File: config.mk
export PLATFORM = sky130hd
export DESIGN_NAME = reset_request_flat
export DESIGN_NICKNAME = d
export VERILOG_FILES = /design/src/rtl/cpc2_reset_pkg.sv /design/src/rtl/reset_request_if.sv /design/src/rtl/button_debounce.sv /design/src/rtl/reset_request.sv /design/src/flat_wrapper.sv
export SDC_FILE = /design/constraint.sdc
export NUM_CORES = 1
export LEC_CHECK = 0
export CAP_MARGIN = 25
export CORE_MARGIN = 2
export CORE_UTILIZATION = 56
export DETAILED_ROUTE_END_ITERATION = 16
export PLACE_DENSITY = 0.81
export SLEW_MARGIN = 25
export SYNTH_ARGS = -nofsm -noshare
export SYNTH_HDL_FRONTEND = slang
export SYNTH_HIERARCHICAL = 1
export SYNTH_SLANG_ARGS = --single-unit
export TNS_END_PERCENT = 30
File: constraint.sdc
create_clock -name clock_i -period 2.1 [get_ports clock_i]
set_input_delay 0.21 -clock clock_i [delete_from_list [all_inputs] [get_ports clock_i]]
set_output_delay 0.21 -clock clock_i [all_outputs]
set_load 0.02 [all_outputs]
File: src/rtl/cpc2_reset_pkg.sv
// rtl/cpc2_reset_pkg.sv - shared FSM state and reset-cause encodings for the reset request front end
package cpc2_reset_pkg;

  typedef enum logic [1:0] {
    ST_IDLE    = 2'd0,
    ST_ASSERT  = 2'd1,
    ST_HOLDOFF = 2'd2
  } state_t;

  typedef enum logic [1:0] {
    CAUSE_NONE   = 2'b00,
    CAUSE_BUTTON = 2'b01,
    CAUSE_WDT    = 2'b10,
    CAUSE_SW     = 2'b11
  } cause_t;

  // Button outranks watchdog, watchdog outranks software when several fire together.
  function automatic cause_t select_cause(input logic button, input logic wdt, input logic sw);
    if (button)   return CAUSE_BUTTON;
    else if (wdt) return CAUSE_WDT;
    else if (sw)  return CAUSE_SW;
    else          return CAUSE_NONE;
  endfunction

endpackage

File: src/rtl/reset_request_if.sv
// rtl/reset_request_if.sv - reset source inputs and reset request outputs of reset_request
interface reset_request_if;

  logic       button_n_i;
  logic       sw_reset_i;
  logic       wdt_enable_i;
  logic       wdt_kick_i;
  logic       forced_reset_o;
  logic [1:0] cause_o;

  modport master (
    output button_n_i, sw_reset_i, wdt_enable_i, wdt_kick_i,
    input  forced_reset_o, cause_o
  );

  modport slave (
    input  button_n_i, sw_reset_i, wdt_enable_i, wdt_kick_i,
    output forced_reset_o, cause_o
  );

endinterface

File: src/rtl/button_debounce.sv
// rtl/button_debounce.sv - synchronizer and stable-count debouncer for the active-low reset button
module button_debounce #(
  parameter int DEBOUNCE_CYCLES = 50000
) (
  input  logic clock_i,
  input  logic n_reset_i,
  input  logic button_n_i,
  output logic level_o,
  output logic press_o
);

  localparam int CNT_W = (DEBOUNCE_CYCLES > 2) ? $clog2(DEBOUNCE_CYCLES) : 1;
  localparam logic [CNT_W-1:0] CNT_LAST = CNT_W'(DEBOUNCE_CYCLES - 1);

  logic [1:0]       sync_q;
  logic [CNT_W-1:0] cnt_q;

  always_ff @(posedge clock_i or negedge n_reset_i) begin
    if (!n_reset_i) begin
      sync_q  <= 2'b11;
      level_o <= 1'b1;
      cnt_q   <= '0;
      press_o <= 1'b0;
    end else begin
      sync_q  <= {sync_q[0], button_n_i};
      press_o <= 1'b0;
      if (sync_q[1] == level_o) begin
        cnt_q <= '0;
      end else if (cnt_q == CNT_LAST) begin
        level_o <= sync_q[1];
        cnt_q   <= '0;
        // Only the 1->0 flip (button pressed) is a press event.
        press_o <= level_o;
      end else begin
        cnt_q <= cnt_q + 1'b1;
      end
    end
  end

endmodule

File: src/rtl/reset_request.sv
// rtl/reset_request.sv - merges button, watchdog and software resets into a minimum-width forced reset pulse
module reset_request
  import cpc2_reset_pkg::*;
#(
  parameter int          DEBOUNCE_CYCLES = 50000,
  parameter int          PULSE_CYCLES    = 255,
  parameter logic [23:0] WDT_LIMIT       = 24'd8000000
) (
  input logic             clock_i,
  input logic             n_reset_i,
  reset_request_if.slave  bus
);

  localparam logic [15:0] PULSE_LOAD = 16'(PULSE_CYCLES - 1);
  localparam logic [23:0] WDT_LAST   = WDT_LIMIT - 24'd1;

  logic        btn_level;
  logic        btn_press;
  logic [23:0] wdt_cnt_q;
  logic        wdt_fire;
  logic [15:0] pulse_cnt_q;
  state_t      state_q;
  logic        any_trigger;

  button_debounce #(
    .DEBOUNCE_CYCLES (DEBOUNCE_CYCLES)
  ) u_button_debounce (
    .clock_i    (clock_i),
    .n_reset_i  (n_reset_i),
    .button_n_i (bus.button_n_i),
    .level_o    (btn_level),
    .press_o    (btn_press)
  );

  // A kick in the same cycle as the limit suppresses the fire.
  assign wdt_fire = bus.wdt_enable_i && !bus.wdt_kick_i && (state_q == ST_IDLE)
                    && (wdt_cnt_q == WDT_LAST);

  assign any_trigger = btn_press || wdt_fire || bus.sw_reset_i;

  always_ff @(posedge clock_i or negedge n_reset_i) begin
    if (!n_reset_i) begin
      wdt_cnt_q <= '0;
    end else if (!bus.wdt_enable_i || bus.wdt_kick_i || (state_q != ST_IDLE) || wdt_fire) begin
      wdt_cnt_q <= '0;
    end else begin
      wdt_cnt_q <= wdt_cnt_q + 24'd1;
    end
  end

  always_ff @(posedge clock_i or negedge n_reset_i) begin
    if (!n_reset_i) begin
      state_q            <= ST_IDLE;
      pulse_cnt_q        <= '0;
      bus.forced_reset_o <= 1'b0;
      bus.cause_o        <= CAUSE_NONE;
    end else begin
      unique case (state_q)
        ST_IDLE: begin
          if (any_trigger) begin
            state_q            <= ST_ASSERT;
            pulse_cnt_q        <= PULSE_LOAD;
            bus.forced_reset_o <= 1'b1;
            bus.cause_o        <= select_cause(btn_press, wdt_fire, bus.sw_reset_i);
          end
        end
        ST_ASSERT: begin
          if (pulse_cnt_q == 16'd0) begin
            // Stretch the pulse while the debounced button is still held.
            if (!btn_level) begin
              state_q <= ST_HOLDOFF;
            end else begin
              state_q            <= ST_IDLE;
              bus.forced_reset_o <= 1'b0;
            end
          end else begin
            pulse_cnt_q <= pulse_cnt_q - 16'd1;
          end
        end
        ST_HOLDOFF: begin
          if (btn_level) begin
            state_q            <= ST_IDLE;
            bus.forced_reset_o <= 1'b0;
          end
        end
        default: begin
          state_q            <= ST_IDLE;
          bus.forced_reset_o <= 1'b0;
        end
      endcase
    end
  end

endmodule

File: src/flat_wrapper.sv
// flat-port wrapper written by rule: the top's interface ports become plain ports
module reset_request_flat import cpc2_reset_pkg::*;
#(
  parameter int          DEBOUNCE_CYCLES = 50000,
  parameter int          PULSE_CYCLES    = 255,
  parameter logic [23:0] WDT_LIMIT       = 24'd8000000
)
  (clock_i, n_reset_i, bus_button_n_i, bus_sw_reset_i, bus_wdt_enable_i, bus_wdt_kick_i, bus_forced_reset_o, bus_cause_o);
  reset_request_if bus_i ();
  input logic clock_i;
  input logic n_reset_i;
  input wire logic [$bits(bus_i.button_n_i)-1:0] bus_button_n_i;
  input wire logic [$bits(bus_i.sw_reset_i)-1:0] bus_sw_reset_i;
  input wire logic [$bits(bus_i.wdt_enable_i)-1:0] bus_wdt_enable_i;
  input wire logic [$bits(bus_i.wdt_kick_i)-1:0] bus_wdt_kick_i;
  output wire logic [$bits(bus_i.forced_reset_o)-1:0] bus_forced_reset_o;
  output wire logic [$bits(bus_i.cause_o)-1:0] bus_cause_o;
  assign bus_i.button_n_i = bus_button_n_i;
  assign bus_i.sw_reset_i = bus_sw_reset_i;
  assign bus_i.wdt_enable_i = bus_wdt_enable_i;
  assign bus_i.wdt_kick_i = bus_wdt_kick_i;
  assign bus_forced_reset_o = bus_i.forced_reset_o;
  assign bus_cause_o = bus_i.cause_o;
  reset_request #(.DEBOUNCE_CYCLES(DEBOUNCE_CYCLES), .PULSE_CYCLES(PULSE_CYCLES), .WDT_LIMIT(WDT_LIMIT)) u_core (.clock_i(clock_i), .n_reset_i(n_reset_i), .bus(bus_i));
endmodule
==> metrics, run 1 <==
outcome=finished clean; largest net degree at the start of global routing=66; clock sink count=65; Starting Density=0.572; Synth area leaders=dfrtp_1, xnor2_1, xor2_1; pins over their slew limit=0; Place WS=-0.0215 ns; die extent in x=84.1 um; post-synth top area share=0.432; most frequent cell after synthesis=dfrtp_1; WP data arrival=2.32 ns; DRT antenna net count=0; Layout Utilization=0.671; Yosys reg bits=65; DRC violations left=0; clock root cell=clkbuf_8; Psw=between 0.5 and 0.6 mW; post-layout minimum cycle time=2.09 ns; share of cells above drive strength 1=0.229; DIE HEIGHT=roughly 84 um; reg-to-reg startpoint=u_core/state_q[1]; LEAKAGE=1.68 nW; R2R setup slack=0.008 ns; gpl congestion=0.835; max-cap viol count=0; post-route clock skew=0.00897 ns; final worst slack=0.00832 ns; Post-Syn Area=3590 sq um; worst slew pin tran=0.350 ns; Syn Inst Count=about 360; syn nets=369; fmax=approximately 0.48 GHz; Worst EP required=2.33 ns; Pint=1.82 mW; Reg clk slew, reported paths=0.07 ns; pwr dens=about 560 nW/um^2; EDFF count, synth=0; Post-synth top flop=dfrtp_1; RSZ-0062 raised after global routing=true; cells on worst reg2reg path=7; Final nets=406; Sw Share=0.224; port buffer count=8; Slew HR=0.767; Combinational Power Share=0.025; Clock Power Share=0.436; CP Capture Type=flip-flop; number of global-route vias before repair=about 2600; CP startpoint kind=flip-flop; Setup-failing EPs final=0; worst hold margin=~0.27 ns; first-pass GRT wire length=12.3 mm; sequential share of power=0.540; routed wire length=7.64 mm; first drt pass iteration count=7; DPL Wire Length=4.90 mm; worst-path maximum fanout=7; Crit Path Category=flip-flop to flip-flop; crit path from=u_core/state_q[1]; dominant cell type by area after synthesis=dfrtp_1; Via Count=2831; reg2reg end=u_core/pulse_cnt_q[1]; initial antenna violation count=0; Ys Warns=6; drt initial violations=roughly 210; count of cell types in the netlist=60; Critical Path End=u_core/pulse_cnt_q[1]; Tot GR Track Use=0.218; H-tree depth=3; synth cell count leaders=dfrtp_1, nor2_1, nand2_1, nand3_1, xnor2_1; Ports=9; Post-Syn Area per Cell=just over 10 sq um; maximum VDD drop=0.574 mV; fin crit share=0.996; Total Power=between 2 and 2.5 mW; CTS tree=yes; die area=7070 sq um; Final Hold Fails=0; core area=6280 sq um; grt total ovfl=0; Hold Crit Class=input port to flip-flop; wire per inst=about 16 um; fillcell total=462; ys async rst share=1.00; Clk Latency, worst-skew pair=0.34 ns; Area growth, synth to finish=17.2%; Vias/cell=5.97; FP Rows=29; diode count=0; CTS Buf Count=9; Clock Path Buffers=2; sequential area share after synthesis=0.454
==> cell type report <==
class                      instances  area (sq um)  share of cell area
clock buffer                      10           128              0.0303
clock inverter                     6          60.1              0.0143
inverter                          11          41.3             0.00981
multi-input combinational        266          1920               0.455
sequential                        65          1630               0.387
tap                               77          96.3              0.0229
timing repair buffer              39           339              0.0805
==> state kept, by name, indices dropped and copies added (netlist names) <==
register and flops:
u_core/bus.cause_o 2, u_core/bus.forced_reset_o 1, u_core/pulse_cnt_q 16, u_core/state_q 2
u_core/u_button_debounce/cnt_q 16, u_core/u_button_debounce/level_o 1, u_core/u_button_debounce/press_o 1, u_core/u_button_debounce/sync_q 2
u_core/wdt_cnt_q 24
==> layer usage <==
metal / global-route usage / share of wire / wire, um
met1: 0.290 / 0.44 / 3370
met2: 0.352 / 0.50 / 3810
met3: 0.0544 / 0.049 / 377
met4: 0.0660 / 0.011 / 84
met5: 0 / 0 / 0
==> through the flow <==
stage	TNS (ns)	instance area, sq um	instances
global route	-0.387	4210	474
CTS	-0.0000657	4080	465
finish	0	4210	474
floorplan	0	3590	355
global placement	0	3860	448
detailed placement	-0.0449	3860	448
==> cell usage in the layout, fill, tap and decap left out, types with 4 or more instances in the layout <==
cell type,instances
a21o_1,5
a21oi_1,4
and2_1,5
and3_1,8
buf_4,27
clkbuf_8,9
clkdlybuf4s50_1,7
dfrtp_1,62
ha_1,7
inv_1,10
nand2_1,25
nand3_1,20
nand4_1,11
nor2_1,35
nor2_2,11
nor3_1,15
nor4_2,5
nor4_4,4
o21ai_0,5
o22a_1,6
o31ai_1,9
or3_1,7
xnor2_1,19
xor2_1,16
==> power by group through the flow <==
stage / Sequential (mW) / Combinational, mW / Clock, mW
4_1_cts: 1.27 / 0.0599 / 1.06
3_5_place_dp: 1.29 / 0.0578 / 0
3_3_place_gp: 1.29 / 0.0565 / 0
6_report: 1.27 / 0.0578 / 1.02
5_1_grt: 1.27 / 0.0671 / 1.10
2_1_floorplan: 1.29 / 0.0198 / 0
==> worst min path at each step <==
| stage | start | to | cells past startpoint |
|---|---|---|---|
| 2_1_floorplan | n_reset_i | u_core/bus.cause_o[0] | 0 |
| 3_3_place_gp | n_reset_i | u_core/wdt_cnt_q[14] | 2 |
| 3_5_place_dp | n_reset_i | u_core/bus.cause_o[0] | 2 |
| 4_1_cts | bus_button_n_i | u_core/u_button_debounce/sync_q[0] | 1 |
| 5_1_grt | bus_button_n_i | u_core/u_button_debounce/sync_q[0] | 1 |
| 6_report | bus_button_n_i | u_core/u_button_debounce/sync_q[0] | 1 |
==> logic make-up after synthesis <==
family,Yosys count,synth area share
adders and majority gates,8,0.0279
DFF,65,0.454
AOI/OAI and AO/OA,44,0.0927
xor gates and xnor gates,35,0.0853
buffers and inverters,25,0.0369
and+or+nand+nor,174,0.289
muxes,4,0.0143
==> critical path: stages, from the launching register on <==
cell and delay [ns]:
dfrtp_1 0.41, inv_1 0.13, ha_4 0.16, nand3b_1 0.15
nor4_4 0.34, a21oi_2 0.14, a211o_4 0.34, mux2_4 0.31
==> timing repair <==
action | 4_1_cts | 5_1_grt
setup buffers | 0 | 8
gates cloned | 0 | 1
pin swaps | 0 | 4
gates resized for setup | 4 | 11
endpoints found under the setup margin | 6 | 15
hold buffers | 1 | 0
endpoints found under the hold margin | 62 | 0
No activity file was read; power rests on OpenSTA's default activity.
==> run 2, diff against run 1 <==
MAX_ROUTING_LAYER = met4   (was unset)
==> run 2 against run 1 <==
  * Clock skew about the same
  * Combinational power hardly changed
  * Clock power hardly changed
  * Maximum frequency increased by 0.72%
  * Critical endpoint is now u_core/pulse_cnt_q[15]
==> metrics, run 2 (same netlist as run 1, synthesis figures left out) <==
outcome=finished clean; most flop-heavy register=u_core/wdt_cnt_q; R2R setup slack=0.02 ns; DRC violations left=0; commonest non-fill, non-tap cells in the layout=dfrtp_1, nor2_1, buf_4; worst-path maximum fanout=16; WP data arrival=2.35 ns; reg-to-reg startpoint=u_core/state_q[1]; DPL Wire Length=between 4 and 5 mm; largest net degree at the start of global routing=66; diode count=0; pins over their slew limit=0; M2 GR Usage=0.351; core area=~6300 sq um; Ports=9; routed wire length=7.59 mm; DIE HEIGHT=84.1 um; most common cell after layout, fill and taps aside=dfrtp_1; Final Hold Fails=0; Reg clk slew, reported paths=0.07 ns; FP Rows=29; fillcell total=470; gpl congestion=0.847; total negative setup slack=0 ns; FF/Latch Area=1630 sq um; CTS tree=yes; most used routing layer=met2; H-tree depth=3; RSZ-0062 raised after global routing=true; Slew HR=0.752; LEAKAGE=1.67 nW; Layout Utilization=0.668; die area=7070 sq um; grt total ovfl=0; wire per inst=16.0 um; area of the multi-input gates=roughly 1900 sq um; CTS Buf Count=9; Place WS=-0.0215 ns; CP Capture Type=flip-flop; fin crit share=0.989; die extent in x=84.1 um; reg2reg end=u_core/pulse_cnt_q[15]; pwr dens=558 nW/um^2; clock root cell=clkbuf_8; port buffer count=8; maximum VDD drop=between 0.5 and 0.6 mV; post-route clock skew=0.00888 ns; routing usage on met3=0.0633; Hold Crit Class=input port to flip-flop; Setup-failing EPs final=0; Clock Path Buffers=2; drt initial violations=216; Critical Path End=u_core/pulse_cnt_q[15]; cells on worst reg2reg path=8; Via Count=2799; Total Power=2.34 mW; Starting Density=0.572; worst hold margin=0.272 ns; post-layout minimum cycle time=roughly 2.1 ns; Crit Path Category=flip-flop to flip-flop; number of global-route vias before repair=approximately 2600; top flop regs=u_core/wdt_cnt_q: 24 flops, u_core/pulse_cnt_q: 16 flops, u_core/u_button_debounce/cnt_q: 16 flops; CP startpoint kind=flip-flop; Tot GR Track Use=0.226; first drt pass iteration count=5; met1 usage=0.292; Area growth, synth to finish=16.8%; clock sink count=65; first-pass GRT wire length=12.4 mm; initial antenna violation count=0; worst slew pin tran=0.372 ns; Vias/cell=5.92; Worst EP required=around 2.4 ns; Final nets=405; crit path from=u_core/state_q[1]; DRT antenna net count=0; max-cap viol count=0; final worst slack=0.0234 ns; fmax=between 0.4 and 0.5 GHz; Clk Latency, worst-skew pair=0.34 ns; max reg flops=24; share of cells above drive strength 1=0.225
-- run 2: cell count changes in the layout (fill, tap and decap cells not counted) --
| cell | before | now |
|---|---|---|
| or3_4 | 3 | 2 |
| buf_6 | 1 | 0 |
| or3_1 | 7 | 8 |
-- run 2: layout make-up --
cell class,count,area share
flip-flops and latches,65,0.389
well taps,77,0.0230
inverters,11,0.00984
repair buffers,38,0.0782
multi-input cells,266,0.456
clock inverters,6,0.0143
clock buffers,10,0.0304
-- run 2: repair_timing --
action	CTS	global route
gates resized for setup	4	9
gates cloned	0	1
hold buffers	1	0
pin swaps	0	2
setup endpoints to repair	6	15
setup buffers	0	7
hold endpoints to repair	62	0
-- run 2: power by group --
part / switching, mW / internal, mW
combinational: 0.0380 / 0.0196
clock: 0.477 / 0.542
sequential: 0.00625 / 1.26
-- run 2: worst min-delay path by stage --
stage | from | endpoint | slack [ns] | cells past startpoint
6_report | bus_button_n_i | u_core/u_button_debounce/sync_q[0] | 0.27 | 1
5_1_grt | bus_button_n_i | u_core/u_button_debounce/sync_q[0] | 0.26 | 1
2_1_floorplan | n_reset_i | u_core/bus.cause_o[0] | -0.09 | 0
3_5_place_dp | n_reset_i | u_core/bus.cause_o[0] | 0.25 | 2
4_1_cts | bus_button_n_i | u_core/u_button_debounce/sync_q[0] | 0.25 | 1
3_3_place_gp | n_reset_i | u_core/wdt_cnt_q[14] | 0.25 | 2
-- run 2: per-stage QoR --
step / instances / area (sq um)
2_1_floorplan: 355 / 3590
3_3_place_gp: 448 / 3860
3_5_place_dp: 448 / 3860
4_1_cts: 465 / 4080
5_1_grt: 473 / 4190
6_report: 473 / 4190
-- run 2: routing by layer --
layer,wire [um],share of wire,up-vias
li1,-,-,1340
met2,3750,0.49,78
met1,3440,0.45,1375
met4,63,0.0083,0
met5,0,0,-
met3,337,0.044,6
-- run 2: critical path: stages, from the launching register on --
cell      delay (ns)
dfrtp_1         0.40
inv_1           0.13
ha_4            0.16
nand3b_1        0.15
nor4_4          0.34
a21oi_2         0.13
buf_4           0.23
nor4_2          0.31
o22a_1          0.16
==> run 3, diff against run 2 <==
CORE_MARGIN = unset   (was 2)
SLEW_MARGIN = unset   (was 25)
==> run 3 against run 2 <==
  * Global-route usage up 2.6 points
  * Maximum frequency increased by 1.1%
  * Sequential power is essentially flat
  * Hold slack gained 0.0087 ns
==> metrics, run 3 (same netlist as run 1, synthesis figures left out) <==
first-pass GRT wire length=12.4 mm; Setup-failing EPs final=0; Clock Power Share=0.498; Worst EP required=between 2 and 2.5 ns; maximum VDD drop=0.420 mV; DRC violations left=0; DPL Wire Length=4.80 mm; CTS Buf Count=9; Area growth, synth to finish=17.2%; number of global-route vias before repair=2728; most flop-heavy register=u_core/wdt_cnt_q; worst path bufs/invs=2; commonest non-fill, non-tap cells in the layout=dfrtp_1, nor2_1, buf_4; routed wire length=7.46 mm; CTS tree=yes; sequential share of power=0.481; CP startpoint kind=flip-flop; DIE HEIGHT=~82 um; CP max stage delay=0.40 ns; Reg clk slew, reported paths=0.07 ns; Crit Path Category=flip-flop to flip-flop; post-route clock skew=between 0.009 and 0.01 ns; grt total ovfl=0; Slew HR=0.720; FP Rows=28; worst slew pin tran=0.421 ns; crit-path cells=inv_1 -> ha_2 -> inv_1 -> or3_4 -> or3_4 -> o311a_1 -> a211o_1; core area=6060 sq um; CP max stage cell=dfrtp_1; Total Power=2.63 mW; worst-path maximum fanout=3; Clk Latency, worst-skew pair=0.33 ns; worst hold margin=0.280 ns; final worst slack=0.0463 ns; max reg flops=24; DRT antenna net count=0; Final Hold Fails=0; port buffer count=8; Starting Density=0.593; Clock Path Buffers=2; top flop regs=u_core/wdt_cnt_q: 24 flops, u_core/pulse_cnt_q: 16 flops, u_core/u_button_debounce/cnt_q: 16 flops; Layout Utilization=0.694; die extent in x=roughly 82 um; fmax=0.487 GHz; most common cell after layout, fill and taps aside=dfrtp_1; post-layout minimum cycle time=a little over 2 ns; largest net degree at the start of global routing=34; Tot GR Track Use=0.252; initial antenna violation count=0; share of cells above drive strength 1=0.232; final instance area=4210 sq um; fin crit share=0.978; RSZ-0062 raised after global routing=true; max-cap viol count=0; Final nets=406; area of the multi-input gates=1890 sq um; total negative setup slack=0 ns; drt initial violations=between 150 and 200; Via Count=between 2000 and 3000; wire per inst=15.8 um; Hold Crit Class=input port to flip-flop; diode count=0; clock root cell=clkbuf_8; fillcell total=~440; Psw=0.534 mW; LEAKAGE=1.69 nW; gpl congestion=0.920; placed insts=450; CP Capture Type=flip-flop; Combinational Power Share=0.021; outcome=finished clean; Final Non-Filler Cells=472; Vias/cell=5.91; WP data arrival=2.28 ns; die area=6740 sq um; pins over their slew limit=0; post-placement cell area=3860 sq um; Sw Share=0.203; FF/Latch Area=1630 sq um; Top delay family on crit path=simple AND/OR/NAND/NOR gates; Place WS=-0.00189 ns; clock sink count=65; Ports=9; H-tree depth=3; pwr dens=625 nW/um^2; Pint=approximately 2.1 mW; first drt pass iteration count=6
==> run 3: changes by cell type in the layout (fill, tap and decap cells not counted), sizes merged <==
cell and change:
buf +1, bufinv +2, clkbuf +1, clkinv -2, clkinvlp -1
==> run 3: repair_timing <==
item | in CTS | in global routing
setup endpoints to repair | 3 | 15
endpoints found under the hold margin | 62 | 0
cloned | 0 | 1
hold buffers | 1 | 0
buffers inserted | 0 | 4
gates resized for setup | 2 | 10
==> run 3: final cells by class <==
type	instances	area share
Multi-Input combinational cell	266	0.449
Sequential cell	65	0.387
Timing Repair Buffer	39	0.0737
Clock buffer	11	0.0336
Clock inverter	5	0.0244
Tap cell	75	0.0223
Inverter	11	0.00981
==> run 3: metal layers <==
layer,vias up,GRT usage,share of wire
li1,1336,-,-
met4,0,0.118,0.025
met1,1358,0.313,0.45
met2,72,0.403,0.48
met3,25,0.0407,0.039
met5,-,-,0
==> run 3: worst register-to-register path, stage by stage (launching register included) <==
cell	delay [ns]
dfrtp_1	0.40
inv_1	0.09
ha_2	0.18
inv_1	0.07
or3_4	0.35
or3_4	0.35
o311a_1	0.30
a211o_1	0.22
==> run 3: worst paths after layout <==
path	from	end	slack, ns	cells after the start
worst max-delay path	u_core/pulse_cnt_q[0]	u_core/pulse_cnt_q[8]	0.05	7
worst min-delay path	bus_button_n_i	u_core/u_button_debounce/sync_q[0]	0.28	1
max in group asynchronous	n_reset_i	u_core/u_button_debounce/sync_q[0]	1.34	3
min in group asynchronous	n_reset_i	u_core/u_button_debounce/cnt_q[13]	0.44	3
worst min register to register	u_core/u_button_debounce/sync_q[0]	u_core/u_button_debounce/sync_q[1]	0.36	0
worst max register to register	u_core/pulse_cnt_q[0]	u_core/pulse_cnt_q[8]	0.05	7
==> run 3: power groups by stage <==
stage / combinational (mW) / sequential (mW) / clock, mW
after floorplan: 0.0198 / 1.29 / 0
after global placement: 0.0547 / 1.29 / 0
after detailed placement: 0.0562 / 1.29 / 0
after CTS: 0.0580 / 1.27 / 1.32
after global routing: 0.0646 / 1.27 / 1.37
final: 0.0554 / 1.27 / 1.31
